### config.mk
export PLATFORM = sky130hd
export DESIGN_NAME = keypad_scan_encoder
export DESIGN_NICKNAME = d
export VERILOG_FILES = /design/src/rtl/keypad_pkg.sv /design/src/rtl/keypad_sync.sv /design/src/rtl/keypad_scan_encoder.sv
export SDC_FILE = /design/constraint.sdc
export NUM_CORES = 1
export LEC_CHECK = 0
export BUFFER_PORTS_ARGS = -buffer_cell sky130_fd_sc_hd__clkbuf_2
export CAP_MARGIN = 20
export CORE_MARGIN = 3
export CORE_UTILIZATION = 55
export CTS_CLUSTER_DIAMETER = 150
export CTS_CLUSTER_SIZE = 12
export DETAILED_ROUTE_END_ITERATION = 8
export PLACE_DENSITY = 0.78
export SYNTH_ARGS = -nofsm -noshare
export SYNTH_HDL_FRONTEND = slang
export SYNTH_SLANG_ARGS = --single-unit
### constraint.sdc
create_clock -name clk -period 6.7 [get_ports clk]
set_input_delay 0.67 -clock clk [delete_from_list [all_inputs] [get_ports clk]]
set_output_delay 0.67 -clock clk [all_outputs]
set_load 0.005 [all_outputs]
### src/rtl/keypad_pkg.sv
// keypad_pkg
// Shared types and helpers for the keypad scan encoder.
//   state_t      : encoder FSM states
//   NULL_CODE    : code driven on D when no key has been accepted
//   onehot_t     : result of onehot_index (valid flag + bit index)
//   onehot_index : classifies a key vector as exactly-one-hot and
//                  returns the index of the set bit
// Vectors narrower than MAX_KEYS are zero-extended by the caller.

package keypad_pkg;

    typedef enum logic [1:0] {
        IDLE,
        PRESS_DB,
        HELD,
        RELEASE_DB
    } state_t;

    localparam int NULL_CODE = 0;

    // Widest keypad the helper function can classify.
    localparam int MAX_KEYS = 64;
    localparam int INDEX_W  = 6;

    typedef struct packed {
        logic               valid;
        logic [INDEX_W-1:0] index;
    } onehot_t;

    // valid is set only when exactly one bit is high; all-zero and
    // multi-hot vectors both report invalid. index is meaningful only
    // when valid is set.
    function automatic onehot_t onehot_index(input logic [MAX_KEYS-1:0] vec);
        onehot_t     result;
        int unsigned ones;
        result.valid = 1'b0;
        result.index = '0;
        ones         = 0;
        for (int i = 0; i < MAX_KEYS; i++) begin
            if (vec[i]) begin
                ones++;
                result.index = INDEX_W'(i);
            end
        end
        result.valid = (ones == 1);
        return result;
    endfunction

endpackage

### src/rtl/keypad_sync.sv
// keypad_sync
// Two-flop synchroniser for a bus of asynchronous, independently
// changing lines (each bit is synchronised on its own; the bus is not
// treated as a coherent word).
// Ports:
//   clk    : sampling clock
//   resetn : synchronous active-low reset, clears both flop stages
//   raw    : asynchronous input lines
//   synced : lines after two flop stages

module keypad_sync #(
    parameter int WIDTH = 1
) (
    input  logic             clk,
    input  logic             resetn,
    input  logic [WIDTH-1:0] raw,
    output logic [WIDTH-1:0] synced
);

    logic [WIDTH-1:0] meta;

    // First stage may go metastable; the second stage gives it a full
    // cycle to resolve before anything downstream looks at it.
    always_ff @(posedge clk) begin
        if (!resetn) begin
            meta   <= '0;
            synced <= '0;
        end else begin
            meta   <= raw;
            synced <= meta;
        end
    end

endmodule

### src/rtl/keypad_scan_encoder.sv
// keypad_scan_encoder
// Synchronises and debounces a one-hot keypad, rejects multi-key
// presses and emits the key code with a one-cycle active-low load
// strobe for the time-entry register.
// Ports:
//   clk     : single clock, all state on the rising edge
//   resetn  : synchronous active-low reset
//   keypad  : raw asynchronous key lines, bit i = key i, active-high
//   enablen : active-low enable; high forces IDLE, D = 0, no strobe
//   D       : code of the last accepted key, held between strobes
//   loadn   : active-low one-cycle strobe, D valid while low
//   busy    : high whenever the FSM is not IDLE
// Build option:
//   KEYPAD_REPEAT_EN : when defined, a held key re-issues the strobe
//                      every REPEAT_CYCLES cycles.

module keypad_scan_encoder
    import keypad_pkg::*;
#(
    parameter int NUM_KEYS        = 10,
    parameter int CODE_W          = 4,
    parameter int DEBOUNCE_CYCLES = 16,
    parameter int REPEAT_CYCLES   = 500
) (
    input  logic                clk,
    input  logic                resetn,
    input  logic [NUM_KEYS-1:0] keypad,
    input  logic                enablen,
    output logic [CODE_W-1:0]   D,
    output logic                loadn,
    output logic                busy
);

    // One counter serves both debouncing and, in HELD, the repeat
    // period, so it is sized for the larger of the two.
    localparam int CNT_MAX = (DEBOUNCE_CYCLES > REPEAT_CYCLES) ?
                             DEBOUNCE_CYCLES : REPEAT_CYCLES;
    localparam int CNT_W   = $clog2(CNT_MAX + 1);

    localparam logic [CNT_W-1:0] CNT_ONE  = CNT_W'(1);
    localparam logic [CNT_W-1:0] CNT_FULL = {CNT_W{1'b1}};
    localparam logic [CNT_W-1:0] DB_DONE  = CNT_W'(DEBOUNCE_CYCLES);
`ifdef KEYPAD_REPEAT_EN
    localparam logic [CNT_W-1:0] REPEAT_LAST = CNT_W'(REPEAT_CYCLES - 1);
`endif

    logic [NUM_KEYS-1:0] s;
    logic [MAX_KEYS-1:0] s_wide;
    onehot_t             s_info;

    state_t              state;
    state_t              state_next;
    logic [CNT_W-1:0]    cnt;
    logic [CNT_W-1:0]    cnt_next;
    logic [NUM_KEYS-1:0] candidate;
    logic [NUM_KEYS-1:0] candidate_next;
    logic [CODE_W-1:0]   code_next;
    logic                loadn_next;

    // Saturating increment: the counter must never wrap back to a small
    // value that could look like a fresh debounce count.
    function automatic logic [CNT_W-1:0] cnt_inc(input logic [CNT_W-1:0] value);
        return (value == CNT_FULL) ? value : value + CNT_ONE;
    endfunction

    keypad_sync #(
        .WIDTH (NUM_KEYS)
    ) u_sync (
        .clk    (clk),
        .resetn (resetn),
        .raw    (keypad),
        .synced (s)
    );

    assign s_wide = MAX_KEYS'(s);
    assign s_info = onehot_index(s_wide);
    assign busy   = (state != IDLE);

    // State, counter, candidate key and both outputs are all registered
    // so D and loadn change together and are glitch-free.
    always_ff @(posedge clk) begin
        if (!resetn) begin
            state     <= IDLE;
            cnt       <= '0;
            candidate <= '0;
            D         <= CODE_W'(NULL_CODE);
            loadn     <= 1'b1;
        end else begin
            state     <= state_next;
            cnt       <= cnt_next;
            candidate <= candidate_next;
            D         <= code_next;
            loadn     <= loadn_next;
        end
    end

    // Next-state logic. Disable overrides every FSM transition. While
    // pressing, s equals the candidate on the accepting cycle, so the
    // code is taken from the index of s. HELD deliberately ignores any
    // non-zero change of s (extra or different keys) - only a full
    // release leaves it, and only a debounced release reaches IDLE.
    always_comb begin
        state_next     = state;
        cnt_next       = cnt;
        candidate_next = candidate;
        code_next      = D;
        loadn_next     = 1'b1;

        if (enablen) begin
            state_next = IDLE;
            cnt_next   = '0;
            code_next  = CODE_W'(NULL_CODE);
        end else begin
            case (state)
                IDLE: begin
                    if (s_info.valid) begin
                        candidate_next = s;
                        cnt_next       = CNT_ONE;
                        state_next     = PRESS_DB;
                    end
                end

                PRESS_DB: begin
                    if (s != candidate) begin
                        cnt_next   = '0;
                        state_next = IDLE;
                    end else if (cnt == DB_DONE) begin
                        code_next  = CODE_W'(s_info.index);
                        loadn_next = 1'b0;
                        cnt_next   = '0;
                        state_next = HELD;
                    end else begin
                        cnt_next = cnt_inc(cnt);
                    end
                end

                HELD: begin
                    if (s == '0) begin
                        cnt_next   = CNT_ONE;
                        state_next = RELEASE_DB;
                    end
`ifdef KEYPAD_REPEAT_EN
                    else if (cnt == REPEAT_LAST) begin
                        loadn_next = 1'b0;
                        cnt_next   = '0;
                    end else begin
                        cnt_next = cnt_inc(cnt);
                    end
`endif
                end

                RELEASE_DB: begin
                    if (s != '0) begin
                        // Re-entering HELD restarts the repeat period.
                        cnt_next   = '0;
                        state_next = HELD;
                    end else if (cnt == DB_DONE) begin
                        cnt_next   = '0;
                        state_next = IDLE;
                    end else begin
                        cnt_next = cnt_inc(cnt);
                    end
                end

                default: begin
                    cnt_next   = '0;
                    state_next = IDLE;
                end
            endcase
        end
    end

endmodule

; ---- After elaboration in Yosys (flattened, before gate mapping)
; Cells that the tools add are included.
[classes]
n_addsub = 10
eq_ne = 11
n_mux = 34
n_bitwise = 4
reduce_logical = 10
[ops]
columns = op, n
row1 = 32-bit by 1-bit adder with 32-bit output (second input constant), 9
row2 = 32-bit two-way mux, 9
row3 = 9-bit two-way mux, 6
row4 = 9-bit case mux with 4 select lines, 1
row5 = 32-bit by 1-bit == test with 1-bit output (second input constant), 1
row6 = 4-bit two-way mux, 6
row7 = 2-bit two-way mux, 8
row8 = 10-bit zero test, 1
row9 = 10-bit inequality test, 1
row10 = 10-bit nonzero test, 1
row11 = 9-bit by 1-bit adder with 9-bit output (second input constant), 1
row12 = 9-bit by 5-bit == test with 1-bit output (second input constant), 1
row13 = 9-bit == test (second input constant), 1
row14 = 2-bit case mux with 4 select lines, 1
row15 = 3-bit inequality test (second input constant), 2
row16 = 3-bit AND reduction, 2
row17 = 2-bit == test (second input constant), 2
row18 = 2-bit inequality test (second input constant), 2
row19 = 1-bit NOT, 4
row20 = 4-bit AND reduction, 1
row21 = 4-bit OR reduction, 1
row22 = 1-bit two-way mux, 3
row23 = 2-bit by 1-bit == test with 1-bit output (second input constant), 1
row24 = 2-bit zero test, 1
row25 = other kinds (3), 3
[totals]
ff_bits = 46
inputBits = 13
output_inout_bits = 6
elab_cells = 76

; ---- Depth between registers and ports, before layout
[depth]
ltp_word = 22
depth_mapped = 32
mapped_depth_nobuf = 31

; ---- Cells and area by module
; Synthesis repeated with hierarchy kept, for this count alone.
[unflattened]
hier_cells = 324
hier_area_um2 = 2929.1
[by_module_without_submodules]
columns = mod, n_inst, cells_each, area_each_um2, seq_area_each_um2
row1 = keypad_scan_encoder, 1, 282, 2367.3, 520.5
row2 = keypad_sync, 1, 42, 561.8, 400.4

; ---- Worst setup path after synthesis
; OpenSTA, ideal clock, no wires.
[synth_path]
path_kind = flip-flop to flip-flop
start = register u_sync.synced[0]
end = register candidate[4]
setup_ps = 72
t_arrival_ps = 5922
t_required_ps = 6628
setup_slack_ps = 706
stages_incl_launch_ff = 29
n_path_buf = 1
synth_period_minus_slack_ps = 5994
path_cell_list = dfxtp_1 inv_1 ha_1 xor2_1 ha_1 nand2_1 o21ai_0 ha_1 mux2_2 ha_1 inv_1 a22o_1 nand2_1 ha_1 nor2b_1 a21oi_1 ha_1 o22ai_1 a21oi_1 ha_1 and2_1 xnor3_1 xnor3_1 nand3_1 or4_1 and4_4 nor4b_2 buf_4 mux2i_1
[synth_via]
elab_chain_len = 21
[synth_rtl]
columns = item, line
row1 = "start, declared", keypad_sync.sv:17  ; output logic [WIDTH-1:0] synced
row2 = "start signal, assigned", keypad_sync.sv:30  ; synced <= meta;
row3 = 1-bit two-way mux *, keypad_pkg.sv:40  ; if (vec[i]) begin
row4 = 32-bit by 1-bit adder with 32-bit output, keypad_pkg.sv:41  ; ones++;
row5 = 32-bit two-way mux *, keypad_pkg.sv:40
row6 = 32-bit by 1-bit adder with 32-bit output, keypad_pkg.sv:41
row7 = 32-bit two-way mux *, keypad_pkg.sv:40
row8 = 32-bit by 1-bit adder with 32-bit output, keypad_pkg.sv:41
row9 = 32-bit two-way mux *, keypad_pkg.sv:40
row10 = 32-bit by 1-bit adder with 32-bit output, keypad_pkg.sv:41
row11 = [... 5 more ...], n/a
row12 = 32-bit by 1-bit adder with 32-bit output, keypad_pkg.sv:41
row13 = 32-bit two-way mux *, keypad_pkg.sv:40
row14 = 32-bit by 1-bit adder with 32-bit output, keypad_pkg.sv:41
row15 = 32-bit two-way mux *, keypad_pkg.sv:40
row16 = 32-bit by 1-bit adder with 32-bit output, keypad_pkg.sv:41
row17 = 32-bit two-way mux *, keypad_pkg.sv:40
row18 = 32-bit by 1-bit == test with 1-bit output *, keypad_pkg.sv:45  ; result.valid = (ones == 1);
row19 = 3-bit AND reduction (no line) *, n/a
row20 = "end signal, assigned", keypad_scan_encoder.sv:91  ; candidate <= candidate_next;
row21 = "end, declared", keypad_scan_encoder.sv:55  ; logic [NUM_KEYS-1:0] candidate;
; Every way passes the cells marked *; elsewhere a longest branch is shown, timed or not.
; A chain may end at the register's enable or synchronous reset.

; ---- Worst setup path after layout
[layout_path]
start = register u_sync.synced[0]
end = register candidate[8]
; The elaborated chain is that of the path after synthesis.

==> run metrics <==
area occupied by registers=924.6 um2; number of synthesized flops with an enable pin=0; vias per cell=5.695; Finished Core Util=0.6433; area grow syn2layout=10.53%; Total Routing Usage GR=0.2217; Slew HR=0.5503; Syn Nets=384; Hold Violations, Final=0; 1st-pass router iterations=4; ys async rst share=0; sequential area share after synthesis=0.3040; TritonCTS buffer count=5; maxcap violations=0; Filler cells=454; CP Data Arrival Time=6.60 ns; Synth area leaders=dfxtp_1, nand2_1, xnor3_1, ha_1, and2_1; DR iter-0 viols=169; DR vias=2517; clock sink total=46; Max Root-Sink Buffers=2; Mapped Cells=359; Worst Clk Skew=0.008656 ns; IO Port Bufs=18; worst setup margin=0.3291 ns; wire length per cell=14.76 um; final setup fails=0; Post-DP HPWL=4.604 mm; starting density of the core=0.5820; first-pass GRT wire length=11.27 mm; R2R depth=29; io pins=19; CTS tree=done; Crit Path Class=flip-flop to flip-flop; Worst Setup Start Kind=flip-flop; GP Congestion=0.8307; DRC=0; outcome=finished clean; initial antenna violation count=0; commonest cells in the netlist=nand2_1, dfxtp_1, and2_1, nor2_1, a21oi_1; most common cell in the netlist=nand2_1; clock slew at reported path FFs=0.09 ns; Crit path top cell by count=ha_1; max incr delay on CP=0.58 ns; multi-input logic area=2046 um2; yosys warns=0; dpl ws=-0.02421 ns; Synth Flop Type=dfxtp_1; CP max FO=5; Yosys top cell area share=0.3040; CTS root buf=clkbuf_8; flops & latches, synth=46; Skew-Pair Late Insertion Delay=0.30 ns; Die Ht=80.21 um; final worst path period share=0.9509; Netlist cell types=63; M3 GR Usage=0.04372; most used routing layer=met2; Netlist Area Pre-Place=3029 um2; Slowest cell on crit path=or4_4; critical path endpoint category=flip-flop; H-tree Lvls=2; # rows=26; Synth Area per Inst=8.438 um2; worst hold margin=0.4384 ns; grt met2 use=0.3593; Yosys top cell by area=dfxtp_1; total routed wirelength=6.526 mm; number of global-route vias before repair=2368; Max Fclk=157.0 MHz; setup TNS=0 ns; Final #Nets=396; CP required=6.93 ns; RSZ-0062 raised after global routing=no; Cell Pwr Density=186.6 nW/um2; met1 Use GR=0.2942; fin. max-slew vios=0; Pleak=1.354 nW; Die Footprint=6434 um2; largest net degree at the start of global routing=43; pin slew with the least headroom to its limit=0.6736 ns; class of the worst hold path=flip-flop to flip-flop; CORE AREA=5205 um2; Diodes inserted=0; Hold Path Stages=1; total congestion overflow=0; share of layout cells above drive strength 1=0.1586; Final Critical Period=6.371 ns; Die X=80.21 um; VDD IR-drop max=0.2183 mV; Antenna Nets Post-Route=0
-- logic make-up (layout without fill, tap and decap cells) --
group | Yosys count | in the layout | synth area share
buffers and inverters | 33 | 46 | 0.04296
multiplexers | 12 | 12 | 0.04007
adder cells (fa/ha/maj) | 12 | 12 | 0.04956
AND/OR/NAND/NOR | 158 | 158 | 0.2875
AO/OA/AOI/OAI | 69 | 69 | 0.1553
flip-flops | 46 | 46 | 0.3040
XOR/XNOR | 29 | 29 | 0.1206
-- layout by cell type (no fill, tap or decap), types with 6 or more instances in the layout --
master / count
a21oi_1: 14
and2_1: 23
clkbuf_2: 18
clkbuf_8: 6
dfxtp_1: 43
ha_1: 10
inv_1: 13
mux2i_1: 11
nand2_1: 47
nand2b_1: 8
nand3_1: 6
nand4_1: 7
nor2_1: 20
nor3_1: 7
nor4_1: 8
o21ai_0: 10
xnor2_1: 7
xnor3_1: 7
xor2_1: 12
-- timing repair --
| action | 4_1_cts | 5_1_grt |
|---|---|---|
| endpoints found under the setup margin | 10 | 20 |
| setup buffers | 0 | 3 |
| resized for setup | 5 | 15 |
| hold buffers | 0 | 0 |
| endpoints found under the hold margin | 0 | 0 |
| pin swaps | 0 | 2 |
| cloned | 1 | 0 |
-- critical path: cells and delay by family (launching register included) --
family	cells	cell delay [ns]
XOR/XNOR	2	0.44
multiplexers	2	0.48
adder cells (fa/ha/maj)	7	1.85
buffers and inverters	3	0.33
AND/OR/NAND/NOR	10	2.14
AO/OA/AOI/OAI	5	0.70
flip-flops	1	0.36
-- power breakdown --
group          total [W]  switching (W)  internal, W  leakage, nW
registers       0.000296      0.0000138     0.000282        0.376
clock network   0.000177      0.0000915    0.0000852       0.0489
logic           0.000152      0.0000787    0.0000734        0.929
total           0.000625       0.000184     0.000441         1.35
-- stage by stage --
step	area [um2]	total power, W	std cells
finish	3348	0.0006248	442
floorplan	3029	0.0004079	359
CTS	3259	0.0006172	439
global placement	3144	0.0004324	430
global route	3348	0.0006577	442
detailed placement	3144	0.0004349	430
-- per-layer routing --
layer	vias to the layer above	part of all wire
met5	-	0
met1	1168	0.47
met3	10	0.034
li1	1295	-
met2	44	0.49
met4	0	0.014
-- registers in the layout, indices dropped and copies added (netlist names) --
signal and count:
loadn 1, u_sync.synced 10, cnt 9, D 4, state 2, candidate 10
u_sync.meta 10
-- worst paths after layout --
path | endpoint | slack [ns] | startpoint
setup / recovery | candidate[8] | 0.33 | u_sync.synced[0]
hold / removal | u_sync.synced[7] | 0.44 | u_sync.meta[7]
setup reg to reg | candidate[8] | 0.33 | u_sync.synced[0]
hold reg to reg | u_sync.synced[7] | 0.44 | u_sync.meta[7]
-- final cells by class --
class,instances,area share
multi-input combinational,280,0.6110
timing repair buffer,24,0.04260
sequential,46,0.2762
inverter,14,0.01570
tap,70,0.02616
clock inverter,1,0.002616
clock buffer,7,0.02578
Power figures use the tool's default switching activity.
